===== config.mk =====
export PLATFORM = sky130hd
export DESIGN_NAME = rv_mem_arb
export DESIGN_NICKNAME = d
export VERILOG_FILES = /design/src/rtl/rv_mem_arb.sv
export SDC_FILE = /design/constraint.sdc
export NUM_CORES = 1
export LEC_CHECK = 0
export ABC_CLOCK_PERIOD_IN_PS = 8600
export BUFFER_PORTS_ARGS = -buffer_cell sky130_fd_sc_hd__buf_2
export CORE_MARGIN = 4
export CORE_UTILIZATION = 35
export CTS_CLUSTER_SIZE = 16
export DETAILED_ROUTE_END_ITERATION = 7
export PLACE_DENSITY_LB_ADDON = 0.15
export SLEW_MARGIN = 40
export SYNTH_ARGS = -nofsm -noshare
export SYNTH_HDL_FRONTEND = slang
export SYNTH_SLANG_ARGS = --single-unit

===== constraint.sdc =====
create_clock -name i_clk -period 8.6 [get_ports i_clk]
set_input_delay 1.29 -clock i_clk [delete_from_list [all_inputs] [get_ports i_clk]]
set_output_delay 1.29 -clock i_clk [all_outputs]
set_load 0.02 [all_outputs]

===== src/rtl/rv_mem_arb.sv =====
// Two-requester Wishbone-classic arbiter: instruction fetch (read-only) versus
// load/store, with data priority, bounded fetch starvation and a bus timeout.
module rv_mem_arb #(
   parameter int XLEN    = 32,
   parameter int ADDR_W  = 32,
   parameter int TIMEOUT = 16,
   parameter int D_MAX   = 4
) (
   input  logic                i_clk,
   input  logic                i_reset,
   input  logic                i_f_req,
   input  logic [ADDR_W-1:0]   i_f_addr,
   output logic                o_f_ack,
   output logic                o_f_err,
   output logic [XLEN-1:0]     o_f_rdata,
   input  logic                i_d_req,
   input  logic                i_d_we,
   input  logic [ADDR_W-1:0]   i_d_addr,
   input  logic [XLEN-1:0]     i_d_wdata,
   input  logic [XLEN/8-1:0]   i_d_sel,
   output logic                o_d_ack,
   output logic                o_d_err,
   output logic [XLEN-1:0]     o_d_rdata,
   output logic                o_wb_cyc,
   output logic                o_wb_stb,
   output logic                o_wb_we,
   output logic [ADDR_W-1:0]   o_wb_adr,
   output logic [XLEN-1:0]     o_wb_dat,
   output logic [XLEN/8-1:0]   o_wb_sel,
   input  logic [XLEN-1:0]     i_wb_dat,
   input  logic                i_wb_ack,
   input  logic                i_wb_err
);

   localparam int SW = $clog2(D_MAX + 1);
   localparam int TW = (TIMEOUT > 1) ? $clog2(TIMEOUT + 1) : 1;

   typedef enum logic [1:0] {
      IDLE  = 2'd0,
      BUS_F = 2'd1,
      BUS_D = 2'd2,
      RESP  = 2'd3
   } state_t;

   state_t              state_q;
   logic [SW-1:0]       starv_q;
   logic [TW-1:0]       tmo_q;
   logic                gnt_d_q;
   logic                cyc_q;
   logic                we_q;
   logic [ADDR_W-1:0]   adr_q;
   logic [XLEN-1:0]     dat_q;
   logic [XLEN/8-1:0]   sel_q;
   logic                f_ack_q;
   logic                f_err_q;
   logic [XLEN-1:0]     f_rdata_q;
   logic                d_ack_q;
   logic                d_err_q;
   logic [XLEN-1:0]     d_rdata_q;

   logic starved_s;
   logic pick_d_s;
   logic pick_f_s;
   logic bus_done_s;
   logic tmo_hit_s;

   // Fetch wins a contested slot only once data has taken D_MAX slots in a row.
   assign starved_s  = (int'(starv_q) == D_MAX);
   assign pick_d_s   = i_d_req && !(i_f_req && starved_s);
   assign pick_f_s   = i_f_req && !pick_d_s;
   assign bus_done_s = i_wb_ack || i_wb_err;
   assign tmo_hit_s  = (TIMEOUT > 0) && (int'(tmo_q) >= TIMEOUT - 1);

   // Arbitration, bus sequencing and response FSM with registered outputs.
   always_ff @(posedge i_clk or posedge i_reset) begin
      if (i_reset) begin
         state_q   <= IDLE;
         starv_q   <= '0;
         tmo_q     <= '0;
         gnt_d_q   <= 1'b0;
         cyc_q     <= 1'b0;
         we_q      <= 1'b0;
         adr_q     <= '0;
         dat_q     <= '0;
         sel_q     <= '0;
         f_ack_q   <= 1'b0;
         f_err_q   <= 1'b0;
         f_rdata_q <= '0;
         d_ack_q   <= 1'b0;
         d_err_q   <= 1'b0;
         d_rdata_q <= '0;
      end else begin
         f_ack_q <= 1'b0;
         f_err_q <= 1'b0;
         d_ack_q <= 1'b0;
         d_err_q <= 1'b0;
         case (state_q)
            IDLE: begin
               if (!i_f_req) begin
                  starv_q <= '0;
               end
               if (pick_d_s) begin
                  if (i_f_req) begin
                     starv_q <= starv_q + SW'(1);
                  end
                  state_q <= BUS_D;
                  gnt_d_q <= 1'b1;
                  cyc_q   <= 1'b1;
                  we_q    <= i_d_we;
                  adr_q   <= i_d_addr;
                  dat_q   <= i_d_wdata;
                  sel_q   <= i_d_sel;
                  tmo_q   <= '0;
               end else if (pick_f_s) begin
                  starv_q <= '0;
                  state_q <= BUS_F;
                  gnt_d_q <= 1'b0;
                  cyc_q   <= 1'b1;
                  we_q    <= 1'b0;
                  adr_q   <= i_f_addr;
                  dat_q   <= '0;
                  sel_q   <= '1;
                  tmo_q   <= '0;
               end else begin
                  state_q <= IDLE;
               end
            end
            BUS_F, BUS_D: begin
               if (bus_done_s) begin
                  cyc_q   <= 1'b0;
                  state_q <= RESP;
                  if (gnt_d_q) begin
                     d_ack_q   <= 1'b1;
                     d_err_q   <= i_wb_err;
                     d_rdata_q <= i_wb_dat;
                  end else begin
                     f_ack_q   <= 1'b1;
                     f_err_q   <= i_wb_err;
                     f_rdata_q <= i_wb_dat;
                  end
               end else if (tmo_hit_s) begin
                  cyc_q   <= 1'b0;
                  state_q <= RESP;
                  if (gnt_d_q) begin
                     d_ack_q   <= 1'b1;
                     d_err_q   <= 1'b1;
                     d_rdata_q <= '0;
                  end else begin
                     f_ack_q   <= 1'b1;
                     f_err_q   <= 1'b1;
                     f_rdata_q <= '0;
                  end
               end else begin
                  tmo_q <= tmo_q + TW'(1);
               end
            end
            RESP: begin
               state_q <= IDLE;
            end
            default: begin
               state_q <= IDLE;
               cyc_q   <= 1'b0;
            end
         endcase
      end
   end

   assign o_f_ack   = f_ack_q;
   assign o_f_err   = f_err_q;
   assign o_f_rdata = f_rdata_q;
   assign o_d_ack   = d_ack_q;
   assign o_d_err   = d_err_q;
   assign o_d_rdata = d_rdata_q;
   assign o_wb_cyc  = cyc_q;
   assign o_wb_stb  = cyc_q;
   assign o_wb_we   = we_q;
   assign o_wb_adr  = adr_q;
   assign o_wb_dat  = dat_q;
   assign o_wb_sel  = sel_q;

endmodule


==> flow_metrics.tcl <==
set metrics [dict create \
    timing.fmax_mhz 364 \
    cts.htree.levels 4 \
    regToRegSetupSlack_ps 6010 \
    min_path_cells 2 \
    yosys_most_used_dff "dfrtp_1" \
    synth_top_area_share_pct 59.5 \
    drc_errors 0 \
    nFillCells 1672 \
    firstDrtPassIters 5 \
    die-width_um 142 \
    routed_wirelength_um 18600 \
    post_cts_buffers 0 \
    drive_above_1_share_pct 38.6 \
    cts.sinks 149 \
    yosysMostFrequentCell "dfrtp_1" \
    p_leak_nw 4.04 \
    reg2reg_to "o_f_rdata[23]" \
    critPathRequiredTime_ps 8950 \
    yosys-top-cells-count "dfrtp_1 (149), o21ai_0 (70), nand2_1 (69)" \
    reg2reg_depth 6 \
    netlist_area_mm2 0.00626 \
    start_util_pct 36.0 \
    root_buffer "clkbuf_16" \
    antennaDiodeCount 0 \
    clock_latency_ps 420 \
    start_kind "input pin" \
    syn_area_per_cell_um2 10.5 \
    dp_hpwl_um 12900 \
    p_per_area_mw_per_mm2 430 \
    synthCells 594 \
    layout_min_cycle_time_ps 2750 \
    synth_edf_count 0 \
    grt_pass1_wl_um 29500 \
    yosysTopAreaCell "dfrtp_1" \
    die_h_um 142 \
    antenna_found_initial 0 \
    cts_tree "built" \
    drt_iter0_drc 241 \
    min_to "o_wb_dat[13]" \
    hold_path_startpoint "o_wb_dat[13]" \
    ys_seq_area_share_pct 59.5 \
    num_vias 5735 \
    cp-end-kind "flip-flop" \
    r2r_start "tmo_q[0]" \
    finalClockSkew_ps 11.0 \
    die-area_mm2 0.0201 \
    hold_class "reg2reg" \
    core_mm2 0.0174 \
    portBuffers 277 \
    hold_violations 0 \
    ant_nets 0 \
    worst_pin_slew_ps 826 \
    relSlewSlack_pct 45.0 \
    worstSetupPathType "in2reg" \
    ys_ff_latch 149 \
    cp.arrival_ps 3090 \
    io_pins 278 \
    row_count 48 \
    grt.total_usage_pct 18.2 \
    cts_hold_buf 0 \
    fin_crit_sh_pct 32.0 \
    fin_tns_setup_ps 0 \
    rsz0062_at_grt "false" \
    gp_congestion 0.833 \
    fin_total_pwr_mw 3.60 \
    cts_buffers 17 \
    synth_area_leaders "dfrtp_1 (60%), a32o_1 (10%), o21ai_0 (5.6%)" \
    vdd_drop_max_v 0.000183 \
    multiInputGateArea_mm2 0.00228 \
    first_global_vias 5844 \
    yosysUniqueCellTypes 43 \
    seq_area_mm2 0.00373 \
    cp_max_fo 44 \
    clkTransAtPathRegs_ps 60 \
    overflow 0 \
    area_growth_syn_to_layout_pct 33.6 \
    yosys_warnings 0 \
    syn_nets 738 \
    vias_per_cell 5.32 \
    grt_max_degree 82 \
    final_net_count 984 \
    cap_violations 0 \
    outcome "completed" \
    setup_violations 0 \
    cts_resized 0 \
    synth-async-reset-ratio_pct 100 \
    wl_per_cell_um 17.3 \
    slew_viol_final 0 \
    cts_buffer_depth 2 \
]
==> worst max path at each step <==
stage / start / to / slack (ps)
2_1_floorplan: i_reset / gnt_d_q / 3300
4_1_cts: i_d_req / o_wb_dat[31] / 5590
3_5_place_dp: i_d_req / o_wb_we / 5160
5_1_grt: i_d_req / o_wb_dat[31] / 5710
6_report: i_d_req / o_wb_dat[31] / 5850
3_3_place_gp: i_d_req / o_wb_we / 5230
==> cell families after synthesis <==
logic type / share of synthesized area (%)
mux: 0.160
fa+ha+maj: 0.999
simple gates: 11.9
flops: 59.5
buf+inv: 4.49
compound gates: 22.9
==> critical path: stages <==
cell    delay (ps)
buf_2          620
inv_2          460
nor2_1         470
a32o_1         230
==> metal layers <==
layer	vias up	GRT usage (%)	part of all wire, %
met5	-	0	0
met4	0	6.36	2.0
met3	26	4.35	6.4
met2	208	31.9	52
met1	2809	21.9	40
li1	2692	-	-
==> power breakdown <==
part	switching [mW]	internal [mW]	leakage, nW
registers	0.186	1.04	1.83
logic	1.08	0.598	1.93
clock network	0.287	0.407	0.268
==> stage by stage <==
step           area [µm²]  worst slack, ps  hold WS, ps  instances  utilization (%)
2_1_floorplan        6260             3300          519        594                -
3_3_place_gp         7770             5230          458       1044             44.6
3_5_place_dp         7820             5160          467       1046             44.9
4_1_cts              8370             5590          480       1077             48.0
5_1_grt              8370             5710          504       1077             48.1
6_report             8370             5850          473       1077             48.1
==> cells in the final DEF, fill, tap and decap left out, types with 2 or more instances in the layout <==
cell type  instances
and3_1             2
buf_2            277
clkbuf_16         17
a311oi_1           2
nor2_1            44
o21ai_0           69
a21o_2             2
clkinv_2           2
clkinv_4           3
nand3_1           35
o21a_1             2
nor4_1             4
buf_4              5
clkbuf_1           3
o2bb2ai_1          3
or4_1              2
nand4_1            2
clkbuf_8           2
nand2b_1           2
nand2_1           68
a21oi_1            5
nor3_1             2
a32o_1            64
a31o_2             2
inv_6              4
dfrtp_1          149
ha_1               4
inv_1             11
a22o_1             2
a31oi_1           34
buf_12             2
==> state kept, by name (all words and copies together), names as in the netlist <==
register,cells
gnt_d_q,1
o_d_ack,1
o_d_err,1
o_d_rdata,32
o_f_ack,1
o_f_err,1
o_f_rdata,32
o_wb_adr,32
o_wb_cyc,1
o_wb_dat,32
o_wb_sel,4
o_wb_we,1
starv_q,3
state_q,2
tmo_q,5
==> layout make-up <==
cell class	instances	area share [%]
repair buffers	285	17.7
inverters	13	0.643
flip-flops and latches	149	44.5
clock inverters	10	1.20
clock buffers	21	5.38
multi-input cells	374	27.2
well taps	225	3.36
(Power assumes the default switching activity.)
